`src/rtl/dm_ctrl.sv`:
```
// dm_ctrl: memory-stage data-access controller.
// Decodes M-stage loads/stores, drives the synchronous-read data BRAM and the
// peripheral bus, stalls the pipeline while an access is outstanding and
// extends load data onto dmM for the M/W register.
module dm_ctrl #(
    parameter int unsigned BUS_TIMEOUT = 255
) (
    input  logic        clk,
    input  logic        rst,
    input  logic [31:0] instrM,
    input  logic [31:0] aluoutM,
    input  logic [31:0] rtM,
    output logic [11:0] bram_addr,
    output logic        bram_en,
    output logic [3:0]  bram_we,
    output logic [31:0] bram_wdata,
    input  logic [31:0] bram_rdata,
    output logic        bus_req,
    output logic        bus_we,
    output logic [31:0] bus_addr,
    output logic [31:0] bus_wdata,
    input  logic [31:0] bus_rdata,
    input  logic        bus_ready,
    output logic [31:0] dmM,
    output logic        stallM,
    output logic        addr_err,
    output logic        bus_err
);

    // Counter holds the number of completed BUS_WAIT cycles (0 .. BUS_TIMEOUT-1).
    localparam int unsigned CNT_W = (BUS_TIMEOUT > 1) ? $clog2(BUS_TIMEOUT) : 1;

    localparam logic [5:0] OP_LB  = 6'h20;
    localparam logic [5:0] OP_LH  = 6'h21;
    localparam logic [5:0] OP_LW  = 6'h23;
    localparam logic [5:0] OP_LBU = 6'h24;
    localparam logic [5:0] OP_LHU = 6'h25;
    localparam logic [5:0] OP_SB  = 6'h28;
    localparam logic [5:0] OP_SH  = 6'h29;
    localparam logic [5:0] OP_SW  = 6'h2B;

    typedef enum logic [1:0] {
        IDLE      = 2'd0,
        LOAD_WAIT = 2'd1,
        BUS_WAIT  = 2'd2,
        DONE      = 2'd3
    } state_t;

    state_t             state_q, state_d;
    logic [CNT_W-1:0]   cnt_q, cnt_d;
    logic [31:0]        rdata_q, rdata_d;
    logic               bus_req_q, bus_req_d;
    logic               bus_err_q, bus_err_d;

    logic [5:0]  opcode;
    logic        is_load, is_store, is_word, is_half, is_signed;
    logic        is_access, misaligned, in_dm, in_bus, acc_ok;
    logic [3:0]  store_we;
    logic [31:0] store_wdata;
    logic        timeout;
    logic        unused_instr;

    assign opcode       = instrM[31:26];
    assign unused_instr = ^instrM[25:0];

    // Classify the M-stage opcode into access kind, width and extension.
    always_comb begin
        is_load   = 1'b0;
        is_store  = 1'b0;
        is_word   = 1'b0;
        is_half   = 1'b0;
        is_signed = 1'b0;
        case (opcode)
            OP_LB:  begin is_load  = 1'b1; is_signed = 1'b1; end
            OP_LH:  begin is_load  = 1'b1; is_half = 1'b1; is_signed = 1'b1; end
            OP_LW:  begin is_load  = 1'b1; is_word = 1'b1; end
            OP_LBU: begin is_load  = 1'b1; end
            OP_LHU: begin is_load  = 1'b1; is_half = 1'b1; end
            OP_SB:  begin is_store = 1'b1; end
            OP_SH:  begin is_store = 1'b1; is_half = 1'b1; end
            OP_SW:  begin is_store = 1'b1; is_word = 1'b1; end
            default: ;
        endcase
    end

    assign is_access  = is_load | is_store;
    assign misaligned = (is_word && (aluoutM[1:0] != 2'b00)) || (is_half && aluoutM[0]);
    assign in_dm      = (aluoutM < 32'h0000_3000);
    assign in_bus     = (aluoutM[31:8] == 24'h00_007F);
    assign acc_ok     = is_access && !misaligned && (in_dm || in_bus);
    assign timeout    = (cnt_q == CNT_W'(BUS_TIMEOUT - 1));

    // Byte-lane enables and lane-replicated write data for stores.
    always_comb begin
        store_we    = 4'b0000;
        store_wdata = rtM;
        if (is_word) begin
            store_we = 4'b1111;
        end else if (is_half) begin
            store_we    = aluoutM[1] ? 4'b1100 : 4'b0011;
            store_wdata = {2{rtM[15:0]}};
        end else begin
            store_we    = 4'b0001 << aluoutM[1:0];
            store_wdata = {4{rtM[7:0]}};
        end
    end

    // Select the addressed byte/half of a word and sign- or zero-extend it.
    function automatic logic [31:0] extend_load(input logic [31:0] word,
                                                input logic [1:0]  lane,
                                                input logic        wd,
                                                input logic        hw,
                                                input logic        sgn);
        logic [7:0]  b;
        logic [15:0] h;
        case (lane)
            2'd0:    b = word[7:0];
            2'd1:    b = word[15:8];
            2'd2:    b = word[23:16];
            default: b = word[31:24];
        endcase
        h = lane[1] ? word[31:16] : word[15:0];
        if (wd) begin
            return word;
        end else if (hw) begin
            return sgn ? {{16{h[15]}}, h} : {16'h0000, h};
        end else begin
            return sgn ? {{24{b[7]}}, b} : {24'h000000, b};
        end
    endfunction

    // State and datapath registers with synchronous active-low reset.
    always_ff @(posedge clk) begin
        if (!rst) begin
            state_q   <= IDLE;
            cnt_q     <= '0;
            rdata_q   <= '0;
            bus_req_q <= 1'b0;
            bus_err_q <= 1'b0;
        end else begin
            state_q   <= state_d;
            cnt_q     <= cnt_d;
            rdata_q   <= rdata_d;
            bus_req_q <= bus_req_d;
            bus_err_q <= bus_err_d;
        end
    end

    // Next state, bus request/error flags, timeout counter and captured bus data.
    always_comb begin
        state_d   = state_q;
        cnt_d     = cnt_q;
        rdata_d   = rdata_q;
        bus_req_d = 1'b0;
        bus_err_d = 1'b0;
        case (state_q)
            IDLE: begin
                cnt_d = '0;
                if (acc_ok && in_dm && is_load) begin
                    state_d = LOAD_WAIT;
                end else if (acc_ok && in_bus) begin
                    state_d   = BUS_WAIT;
                    rdata_d   = '0;
                    bus_req_d = 1'b1;
                end
            end
            LOAD_WAIT: begin
                state_d = IDLE;
            end
            BUS_WAIT: begin
                cnt_d = cnt_q + 1'b1;
                if (bus_ready) begin
                    rdata_d = bus_rdata;
                    state_d = DONE;
                end else if (timeout) begin
                    bus_err_d = 1'b1;
                    state_d   = DONE;
                end else begin
                    bus_req_d = 1'b1;
                end
            end
            DONE: begin
                state_d = IDLE;
            end
            default: begin
                state_d = IDLE;
            end
        endcase
    end

    // Decode-dependent outputs; all forced low while reset is held.
    always_comb begin
        bram_en  = 1'b0;
        bram_we  = 4'b0000;
        stallM   = 1'b0;
        dmM      = 32'h0000_0000;
        addr_err = 1'b0;
        if (rst) begin
            case (state_q)
                IDLE: begin
                    if (is_access && !acc_ok) begin
                        addr_err = 1'b1;
                    end else if (acc_ok && in_dm) begin
                        bram_en = 1'b1;
                        if (is_store) begin
                            bram_we = store_we;
                        end else begin
                            stallM = 1'b1;
                        end
                    end else if (acc_ok && in_bus) begin
                        stallM = 1'b1;
                    end
                end
                LOAD_WAIT: begin
                    dmM = extend_load(bram_rdata, aluoutM[1:0], is_word, is_half, is_signed);
                end
                BUS_WAIT: begin
                    stallM = 1'b1;
                end
                DONE: begin
                    if (is_load) begin
                        dmM = extend_load(rdata_q, aluoutM[1:0], is_word, is_half, is_signed);
                    end
                end
                default: ;
            endcase
        end
    end

    assign bram_addr  = aluoutM[13:2];
    assign bram_wdata = store_wdata;
    assign bus_req    = bus_req_q;
    assign bus_we     = bus_req_q & is_store;
    assign bus_addr   = aluoutM;
    assign bus_wdata  = rtM;
    assign bus_err    = bus_err_q;

endmodule

```
`config.mk`:
```
export PLATFORM = sky130hd
export DESIGN_NAME = dm_ctrl
export DESIGN_NICKNAME = d
export VERILOG_FILES = /design/src/rtl/dm_ctrl.sv
export SDC_FILE = /design/constraint.sdc
export NUM_CORES = 1
export LEC_CHECK = 0
export ABC_AREA = 0
export CORE_AREA = 2 2 121 123
export DETAILED_ROUTE_END_ITERATION = 10
export DIE_AREA = 0 0 123 125
export PLACE_DENSITY = 0.74
export SYNTH_ARGS = -nofsm -noshare
export SYNTH_HDL_FRONTEND = slang
export SYNTH_SLANG_ARGS = --single-unit
```
`constraint.sdc`:
```
create_clock -name clk -period 2.9 [get_ports clk]
set_clock_uncertainty 0.15 [all_clocks]
set_input_delay 0.435 -clock clk [delete_from_list [all_inputs] [get_ports clk]]
set_output_delay 0.435 -clock clk [all_outputs]
set_load 0.01 [all_outputs]
```
==> impl_results.md <==
* Average wire length per cell after detail routing at 18.9 µm
* Tot GR Track Use at 23.7%
* Routed via count at 5,465
* Hold Buf Count CTS at 0
* Predominant post-synthesis flop cell: sky130_fd_sc_hd__dfxtp_1
* Leakage power total at 3.23 nW
* Logic depth of the worst path, buffers included at 8
* Final hold violations at 0
* Number of buffer cells added on primary ports at 268
* Full die area at roughly 15,000 µm²
* Starting DRT DRC Count at 342
* Chip width at 123 µm
* Crit. End Element: output pin
* Initial antenna violation count at 1
* Pwr Density at 251 nW/µm²
* Total CTS buffers at 5
* Worst slew pin tran at approximately 460 ps
* Max-capacitance violation count at 0
* Worst path arrival time at 2260 ps
* Maximum clock frequency at 351 MHz
* Outcome: finished clean
* Global-route wire length before repair at 28,700 µm
* Cell with the most instances after synthesis: sky130_fd_sc_hd__buf_4
* Number of routed nets with antenna violations at 0
* IO Pins at 313
* Share of the synthesized area in the top cell type at 20.0%
* Top cells by area, synth: sky130_fd_sc_hd__dfxtp_1, sky130_fd_sc_hd__buf_4, sky130_fd_sc_hd__a22o_1
* Cell accounting for the most synthesized area: sky130_fd_sc_hd__dfxtp_1
* Clock insertion delay at the later pin of the skew report at 280 ps
* Share of the core filled with cells at 53.6%
* Vias in the first global route at 5,106
* Number of nets in the final layout at 1,011
* Initial Util at between 30% and 40%
* Peak ir drop on the vdd network at about 0.23 mV
* Sequential share of the synthesized area at 20.0%
* Number of buffers and inverters on the critical path at 3
* Minimum period implied by the final worst setup slack at 2850 ps
* Placed instance area at 7210 µm²
* Routability congestion estimate from global placement at 0.932
* Crit path launch: rdata_q[31]
* Final hold slack at 373 ps
* Cells after DPL at 1,006
* R2r endpoint: rdata_q[6]
* Cell with the largest stage delay on the worst path: sky130_fd_sc_hd__mux4_2
* Count of clock tree sinks at 44
* WS Path Type: flip-flop to output pin
* Launch point of the worst reg-to-reg path: state_q[0]
* Gate count after technology mapping at 592
* Number of pins with negative max-slew slack in the final report at 0
* Average vias per placed instance at 5.30
* Number of fill cells at 1,375
* Mapped cell area at 4410 µm²
* Yosys cell types at 57
* Number of detailed-route iterations in the first pass at 5
* CP Launch Type: flip-flop
* Synthesized area per cell at 7.45 µm²
* Worst setup path end: dmM[16]
* Total length of routed wires at between 15,000 and 20,000 µm
* Number of register bits inferred by synthesis at between 40 and 50
* Clock tree from TritonCTS: yes
* Layout cell share with drive strength beyond 1 at 26.0%
* Synth Warn # at 0
* Post-CTS clock slew at the launch and capture registers of the worst setup and hold paths at 60 ps
* Cell family with most CP delay: compound AO/OA/AOI/OAI gates
* Max Buffers Root-to-Sink at 2
* Core Box Area at approximately 14,000 µm²
* Count of placed standard cells in the final layout, fillers left out at 1,032
* Share of the cycle needed by the critical path after routing at a little over nine tenths
* Power consumption at 1.91 mW
* Top cell types by occurrence after synthesis: sky130_fd_sc_hd__buf_4, sky130_fd_sc_hd__nand2_1, sky130_fd_sc_hd__nor2_1
* Highest net fanout along the worst path at 8
* Remaining max-slew budget at the tightest pin at 68.4%
* Proportion of synthesized flip-flops having asynchronous set or reset at 0%
* Worst reg-to-reg setup slack at about 1200 ps
* Layout Cell Area excl Fill at around 7600 µm²
* Number of setup violations in the final report at 0
* Post-synth EDFFs at 0
* CP Cell Sequence: mux4_2, a31o_4, a41oi_4, buf_6, buf_4, o32a_1, nor2_2, buf_2
* Area growth syn-to-layout at 72.8%
* Cell row count at 44
* Maximum number of pins on one net before global-route repair at 33
* Clock H-tree levels at 2
* Post-detail-place hpwl at 15,500 µm
* Largest stage delay on the critical path at 490 ps
* Cell count of the worst reg-to-reg path at 6
* Count of unresolved DRC violations after routing at 0
* Number of nets produced by synthesis at roughly 760
* Total overflow reported by the global router at 0
* DIE HEIGHT at 125 µm
* Class of the tightest hold or removal check: flip-flop to flip-flop
* CTS Root Cell: sky130_fd_sc_hd__clkbuf_16
* WP data required at 2320 ps
layer usage:
metal	share of wire [%]	up-vias	wire length, µm	GRT usage (%)
met4	2.3	0	448	6.89
met1	40	2515	7850	30.4
li1	-	2606	-	-
met5	0	-	0	0
met3	8.3	44	1620	3.47
met2	49	300	9640	40.8
logic make-up (layout without fill, tap and decap cells):
group / count (synthesis) / after routing / synth area share, %
AOI/OAI and AO/OA: 190 / 190 / 34.0
DFF: 44 / 44 / 20.0
muxes: 14 / 14 / 4.00
adders and majority gates: 2 / 2 / 0.568
and+or+nand+nor: 187 / 187 / 19.4
other: 0 / 1 / 0
buffers and inverters: 150 / 405 / 21.0
xor gates and xnor gates: 5 / 5 / 0.994
layout by cell type, fill, tap and decap left out, types with 8 or more instances in the layout:
master	count
sky130_fd_sc_hd__clkdlybuf4s50_1	190
sky130_fd_sc_hd__buf_4	96
sky130_fd_sc_hd__nand2_1	64
sky130_fd_sc_hd__nor2_1	58
sky130_fd_sc_hd__dfxtp_1	41
sky130_fd_sc_hd__a22o_1	38
sky130_fd_sc_hd__a21oi_1	27
sky130_fd_sc_hd__dlygate4sd2_1	21
sky130_fd_sc_hd__clkbuf_2	21
sky130_fd_sc_hd__inv_1	20
sky130_fd_sc_hd__o221ai_1	20
sky130_fd_sc_hd__buf_2	20
sky130_fd_sc_hd__a21o_1	14
sky130_fd_sc_hd__o21bai_1	13
sky130_fd_sc_hd__a32oi_1	13
sky130_fd_sc_hd__nand3_1	11
sky130_fd_sc_hd__o32a_1	11
sky130_fd_sc_hd__a31oi_1	10
sky130_fd_sc_hd__mux2_2	9
sky130_fd_sc_hd__buf_12	8
worst min path at each step:
| stage | from | to | slack [ps] | cells after the start |
|---|---|---|---|---|
| CTS | rdata_q[2] | rdata_q[2] | 370 | 1 |
| global route | rdata_q[4] | rdata_q[4] | 400 | 1 |
| finish | rdata_q[20] | rdata_q[20] | 370 | 1 |
| detailed placement | rdata_q[1] | rdata_q[1] | 350 | 1 |
| global placement | cnt_q[5] | cnt_q[5] | 340 | 2 |
| floorplan | rdata_q[21] | rdata_q[21] | 310 | 1 |
timing repair:
item / CTS / global route
setup endpoints to repair: 64 / 44
setup buffers: 10 / 5
cloned: 3 / 0
resized for setup: 193 / 59
pin swaps: 23 / 15
state kept, by name (all words and copies together), names as in the netlist:
name     cells
cnt_q        8
bus_req      1
bus_err      1
rdata_q     32
state_q      2
final cells by class:
| class | count | area (µm²) | share of cell area, % |
|---|---|---|---|
| Antenna cell | 1 | 2.50 | 0.0328 |
| Clock inverter | 3 | 46.3 | 0.608 |
| Tap cell | 184 | 230 | 3.02 |
| Clock buffer | 5 | 125 | 1.64 |
| Inverter | 20 | 75.1 | 0.985 |
| Timing Repair Buffer | 377 | 3440 | 45.2 |
| Sequential cell | 44 | 885 | 11.6 |
| Multi-Input combinational cell | 398 | 2810 | 36.9 |
power breakdown:
part	switching (mW)	internal [mW]
Clock	0.243	0.409
Sequential	0.00000000356	0.604
Combinational	0.274	0.383
Total	0.517	1.40
per-stage QoR:
| stage | setup TNS, ps | setup WS [ps] |
|---|---|---|
| 6_report | 0 | 52.2 |
| 3_5_place_dp | -32210 | -745 |
| 2_1_floorplan | 0 | 425 |
| 5_1_grt | -55.0 | -25.6 |
| 4_1_cts | -0.493 | -0.493 |
| 3_3_place_gp | -31280 | -714 |
worst register-to-register path, delay by kind of cell (launching register included):
| kind | cells | cell delay (ps) |
|---|---|---|
| AOI/OAI and AO/OA | 3 | 580 |
| and+or+nand+nor | 1 | 240 |
| DFF | 1 | 310 |
| buffers and inverters | 2 | 360 |
Power figures use the tool's default switching activity.
